<file path="src/rtl/decode_opfetch.sv">
// ARM decode and operand-fetch stage: classifies one instruction, reads up
// to three registers over a single bank port and hands the bundle to the ALU.
module decode_opfetch #(
  parameter int DATA_W           = 32,
  parameter int RB_AW            = 4,
  parameter bit ENABLE_REG_SHIFT = 1'b1
) (
  input  logic              clk,
  input  logic              reset,
  input  logic              flush,
  input  logic [31:0]       in_instr,
  input  logic              in_valid,
  output logic              in_ready,
  output logic              rb_rd_en,
  output logic [RB_AW-1:0]  rb_rd_addr,
  input  logic              rb_rd_valid,
  input  logic [DATA_W-1:0] rb_rd_data,
  output logic [DATA_W-1:0] out_op1,
  output logic [DATA_W-1:0] out_op2,
  output logic [DATA_W-1:0] out_op3,
  output logic [31:0]       out_instr,
  output logic [3:0]        out_type,
  output logic              out_valid,
  input  logic              out_ready
);

  typedef enum logic [2:0] {
    IDLE,
    FETCH_RN,
    FETCH_RM,
    FETCH_RS,
    FETCH_RD,
    OUT,
    DRAIN
  } state_t;

  state_t state, nxt;

  logic [3:0]        need, d_need, rest, cur;
  logic [3:0]        d_type;
  logic [DATA_W-1:0] d_op1, d_op2;
  logic [31:0]       imm32, rot_imm, src;
  logic [4:0]        rot_amt;
  logic [3:0]        field;
  logic              dp, ls, br;
  logic              stale, fetching, accept;
  logic              resp, capture, issue;

  function automatic state_t first_of(input logic [3:0] m);
    if (m[0]) return FETCH_RN;
    if (m[1]) return FETCH_RM;
    if (m[2]) return FETCH_RS;
    if (m[3]) return FETCH_RD;
    return OUT;
  endfunction

  always_comb begin
    d_type  = 4'hF;
    d_need  = 4'b0;
    d_op1   = '0;
    d_op2   = '0;
    imm32   = {24'b0, in_instr[7:0]};
    rot_amt = {in_instr[11:8], 1'b0};
    rot_imm = (imm32 >> rot_amt)
            | (imm32 << (6'd32 - {1'b0, rot_amt}));
    dp = (in_instr[27:26] == 2'b00)
       && (in_instr[25] || !in_instr[7] || !in_instr[4]);
    ls = (in_instr[27:26] == 2'b01);
    br = (in_instr[27:25] == 3'b101);
    unique case (1'b1)
      dp && (in_instr[25] || !in_instr[4] || ENABLE_REG_SHIFT): begin
        d_type = 4'd0;
        // MOV and MVN ignore Rn
        d_need[0] = !(in_instr[24:23] == 2'b11 && in_instr[21]);
        if (in_instr[25]) begin
          d_op2 = DATA_W'(rot_imm);
        end else begin
          d_need[1] = 1'b1;
          d_need[2] = in_instr[4];
        end
      end
      ls: begin
        d_type    = 4'd1;
        d_need[0] = 1'b1;
        d_need[1] = in_instr[25];
        d_need[3] = !in_instr[20];
        if (!in_instr[25]) d_op2 = DATA_W'(in_instr[11:0]);
      end
      br: begin
        d_type = 4'd2;
        d_op1  = DATA_W'($signed(in_instr[23:0])) << 2;
      end
      default: ;
    endcase
  end

  always_comb begin
    fetching = state inside {FETCH_RN, FETCH_RM, FETCH_RS, FETCH_RD};
    accept   = in_ready && in_valid && !flush;
    // a response in the request cycle cannot belong to that request
    resp     = rb_rd_valid && !stale && !rb_rd_en;
    capture  = fetching && resp && !flush;
    cur      = 4'b0;
    case (state)
      FETCH_RN: cur = 4'b0001;
      FETCH_RM: cur = 4'b0010;
      FETCH_RS: cur = 4'b0100;
      FETCH_RD: cur = 4'b1000;
      default:  cur = 4'b0;
    endcase
    rest = need & ~cur;
    nxt  = state;
    case (state)
      IDLE:  if (accept) nxt = first_of(d_need);
      FETCH_RN, FETCH_RM, FETCH_RS, FETCH_RD: begin
        if (flush)        nxt = resp ? IDLE : DRAIN;
        else if (capture) nxt = first_of(rest);
      end
      OUT:   if (flush || out_ready) nxt = IDLE;
      DRAIN: if (resp) nxt = IDLE;
      default: nxt = IDLE;
    endcase
    issue = (nxt inside {FETCH_RN, FETCH_RM, FETCH_RS, FETCH_RD})
          && (nxt != state);
    src   = (state == IDLE) ? in_instr : out_instr;
    case (nxt)
      FETCH_RN: field = src[19:16];
      FETCH_RM: field = src[3:0];
      FETCH_RS: field = src[11:8];
      FETCH_RD: field = src[15:12];
      default:  field = 4'b0;
    endcase
  end

  always_ff @(posedge clk) begin
    if (reset) begin
      state      <= IDLE;
      in_ready   <= 1'b0;
      rb_rd_en   <= 1'b0;
      rb_rd_addr <= '0;
      out_valid  <= 1'b0;
      out_op1    <= '0;
      out_op2    <= '0;
      out_op3    <= '0;
      out_instr  <= '0;
      out_type   <= '0;
      need       <= '0;
      // remember a read that is still in flight so its reply is dropped
      stale <= (stale || fetching || state == DRAIN) && !rb_rd_valid;
    end else begin
      state     <= nxt;
      in_ready  <= (nxt == IDLE);
      out_valid <= (nxt == OUT);
      rb_rd_en  <= issue;
      if (issue) rb_rd_addr <= RB_AW'(field);
      if (rb_rd_valid) stale <= 1'b0;
      if (accept) begin
        out_instr <= in_instr;
        out_type  <= d_type;
        out_op1   <= d_op1;
        out_op2   <= d_op2;
        out_op3   <= '0;
        need      <= d_need;
      end
      if (capture) begin
        need <= rest;
        case (state)
          FETCH_RN: out_op1 <= rb_rd_data;
          FETCH_RM: out_op2 <= rb_rd_data;
          default:  out_op3 <= rb_rd_data;
        endcase
      end
    end
  end

endmodule

</file>
<file path="config.mk">
export PLATFORM = sky130hd
export DESIGN_NAME = decode_opfetch
export DESIGN_NICKNAME = d
export VERILOG_FILES = /design/src/rtl/decode_opfetch.sv
export SDC_FILE = /design/constraint.sdc
export NUM_CORES = 1
export LEC_CHECK = 0
export CORE_ASPECT_RATIO = 0.5
export CORE_MARGIN = 2
export CORE_UTILIZATION = 36
export CTS_CLUSTER_SIZE = 12
export DETAILED_ROUTE_END_ITERATION = 7
export GPL_TIMING_DRIVEN = 0
export SLEW_MARGIN = 20
export SYNTH_ARGS = -nofsm -noshare
export SYNTH_HDL_FRONTEND = slang
export SYNTH_SLANG_ARGS = --single-unit
</file>
<file path="constraint.sdc">
create_clock -name clk -period 3.54 [get_ports clk]
set_input_delay 0.885 -clock clk [delete_from_list [all_inputs] [get_ports clk]]
set_output_delay 0.885 -clock clk [all_outputs]
set_load 0.01 [all_outputs]
</file>
==> results.cfg <==
[run_status]
status = finished, final reports clean

[global_routing]
grt_pass1_vias = 7440
grt_max_degree = 17
track_usage_pct = 29.7
grt-ovfl-total = 0
grt_pass1_wl_um = 45800
grt_antenna_before_repair = 1

[clock_network]
post_cts_buffers = 0
cts_tree = yes
numCtsBuffers = 17
holdBufCountCts = 0
clockBufferDepth = 2
clock_latency_ns = 0.43
path_clk_slew_ns = 0.07
ctsHtreeMaxLevel = 4
cts_sinks = 146
ctsRootBufferMaster = clkbuf_16

[synth]
yosysMostFrequentCell = dfxtp_1
synthTopCellsByArea = dfxtp_1 (42%), a21oi_1 (7.2%), nand2_1 (6.9%)
synth_area_um2 = 6980
yosysWarnings = 0
synth-seq-area-share_pct = 42.0
synth_nets = 960
synthTopCellsByCount = dfxtp_1 (145), nand2_1 (128), nor2_1 (103)
synthFlopType = dfxtp_1
synth_top_area_share_pct = 41.6
synth_edf_count = 1
ys_ff_latch = 146
syn_inst = 889
synth_cell_types = 65
async_reset_ff_share_pct = 0
avgSynthCellArea_um2 = 7.85
synth_largest_area_cell = dfxtp_1

[setup_path]
worst_setup_path_end_kind = register
rr_endpoint = rb_rd_addr[2]$_SDFFE_PP0P_
crit_slowest_cell = clkdlybuf4s50_1
startpoint_type = input port
reg2reg_depth = 8
crit_fanout = 10
worstPathArrival_ns = 3.72
r2r_start = state[2]$_SDFF_PP0_
cp_cell_sequence = clkdlybuf4s50_1 > a2111oi_4 > nand4_1 > a31oi_4 > a21boi_2 > buf_2 > nor3_1 > o21ai_0 > a311oi_2
critPathMaxStageDelay_ns = 0.54
r2r_slack_ns = 0.57
critical_path_class = in -> reg
worst-endpoint-required_ns = 3.81

[timing]
setup_viol = 0
min_period_over_period_pct = 97.4
worst_slew_margin_rel_pct = 15.3
max_freq_ghz = 0.290
tightestPinTransition_ns = 1.26
period_minus_slack_ns = 3.45
hold_viol_final = 0
skew_ns = 0.00941
drv_slew = 0
rsz0062_at_grt = false

[floorplanning]
dieHeight_um = 102
top_level_ports = 209
fp.dieArea_um2 = 20600
die_w_um = 201
initial_core_util_pct = 37.3
core_um2 = 18700
rows = 35

[power]
ir_drop_uv = 324
p_total_w = 0.00473
powerDensity_nw_per_um2 = 478
p_leak_nw = 3.36

[run]
cap_violations = 0

[final_layout]
diodes = 0
syn_to_final_growth_pct = 41.7
post-route-util_pct = 52.9
fin_area_um2 = 9890
num-nets-final = 1176
drive_gt1_share_pct = 6.26

[min_path]
hold_end = out_instr[20]$_SDFFE_PP0P_
hp-start = out_instr[20]$_SDFFE_PP0P_
hp-class = reg -> reg
holdPathStages = 2

[drt]
drt-wirelength-per-cell_um = 22.9
drc_errors = 0
antenna_left = 0
routed_wl_um = 31600
first_iter_violations = 696
via_per_inst = 5.73
vias = 7890
first_pass_iters = 5

[place]
gp_congestion = 0.950
place_hpwl_um = 23900
io_buffers = 197
placed_area_um2 = 9270
[metrics by stage]
step | std cells | hold slack [ns] | setup slack (ns) | setup TNS, ns
after CTS | 1377 | 0.459 | 0.0191 | 0
after detailed placement | 1345 | 0.450 | -0.634 | -26.17
final | 1377 | 0.461 | 0.0911 | 0
after global routing | 1377 | 0.478 | 0.00188 | 0
after floorplan | 889 | 0.450 | 0.332 | 0
after global placement | 1345 | 0.443 | -0.594 | -24.46
[repair_timing]
item | CTS | global route
gates resized for setup | 2 | 10
setup endpoints to repair | 12 | 66
pin swaps | 0 | 0
[worst max-delay path: cells and delay by family]
kind                   cells  cell delay, ns
AND/OR/NAND/NOR            2            0.33
buffers and inverters      2            0.82
AO/OA/AOI/OAI              5            1.67
[flip-flops by register name (all words and copies together) (netlist names)]
name        cells
need            4
rb_rd_addr      4
stale           1
rb_rd_en        1
state           3
out_op2        32
out_op3        32
out_type        3
out_valid       1
out_op1        32
in_ready        1
out_instr      32
[kinds of logic after synthesis]
family          after synthesis  share of synthesized area [%]
mux                          21                           3.05
compound gates              233                           22.8
buf+inv                      92                           5.34
flops                       146                           42.0
simple gates                394                           26.3
fa+ha+maj                     1                          0.179
xor+xnor                      2                          0.251
[worst max-delay path by stage]
stage                start                          to  slack, ns
3_3_place_gp   rb_rd_valid      out_op2[23]$_SDFF_PP0_      -0.59
5_1_grt        in_instr[4]  rb_rd_addr[2]$_SDFFE_PP0P_      0.002
3_5_place_dp   rb_rd_valid      out_op2[23]$_SDFF_PP0_      -0.63
4_1_cts        in_instr[8]       out_op2[7]$_SDFF_PP0_       0.02
2_1_floorplan  in_instr[8]      out_op2[17]$_SDFF_PP0_       0.33
6_report       in_instr[4]  rb_rd_addr[2]$_SDFFE_PP0P_       0.09
[layout by cell type (no fill, tap or decap), types with 5 or more instances in the layout]
master,instances
nor3b_1,5
nand2b_1,5
nor2_1,102
mux2i_1,19
nor4_1,5
nand3_1,40
inv_1,7
and3_1,6
clkdlybuf4s50_1,197
nor2b_1,12
o21ai_0,23
dfxtp_1,145
nand2_1,128
a221o_1,8
a211oi_1,13
a22oi_1,5
o211ai_1,9
buf_1,10
buf_2,7
nor3_1,63
or3_1,5
clkbuf_1,60
clkbuf_16,17
a221oi_1,41
a21oi_1,100
[area by class of cell]
type,count,area [µm²]
timing repair buffer,197,1970
clock inverter,13,125
fill,1857,8810
inverter,8,30.0
sequential,146,2930
clock buffer,19,453
multi-input combinational,651,3700
buffer,84,348
tap,259,324
[power breakdown]
group / leakage, nW / internal, W / switching, W / total [W]
sequential: 1.18 / 0.00173 / 0.0000569 / 0.00179
combinational: 1.89 / 0.000455 / 0.000668 / 0.00112
clock: 0.286 / 0.00102 / 0.000797 / 0.00181
total: 3.36 / 0.00321 / 0.00152 / 0.00473
[per-layer routing]
layer,track usage [%],wire [µm],vias up
li1,-,-,3637
met1,41.9,14500,3864
met2,45.5,13900,364
met3,8.20,2940,25
met4,6.21,264,0
met5,0,0,-
(Power assumes the default switching activity.)
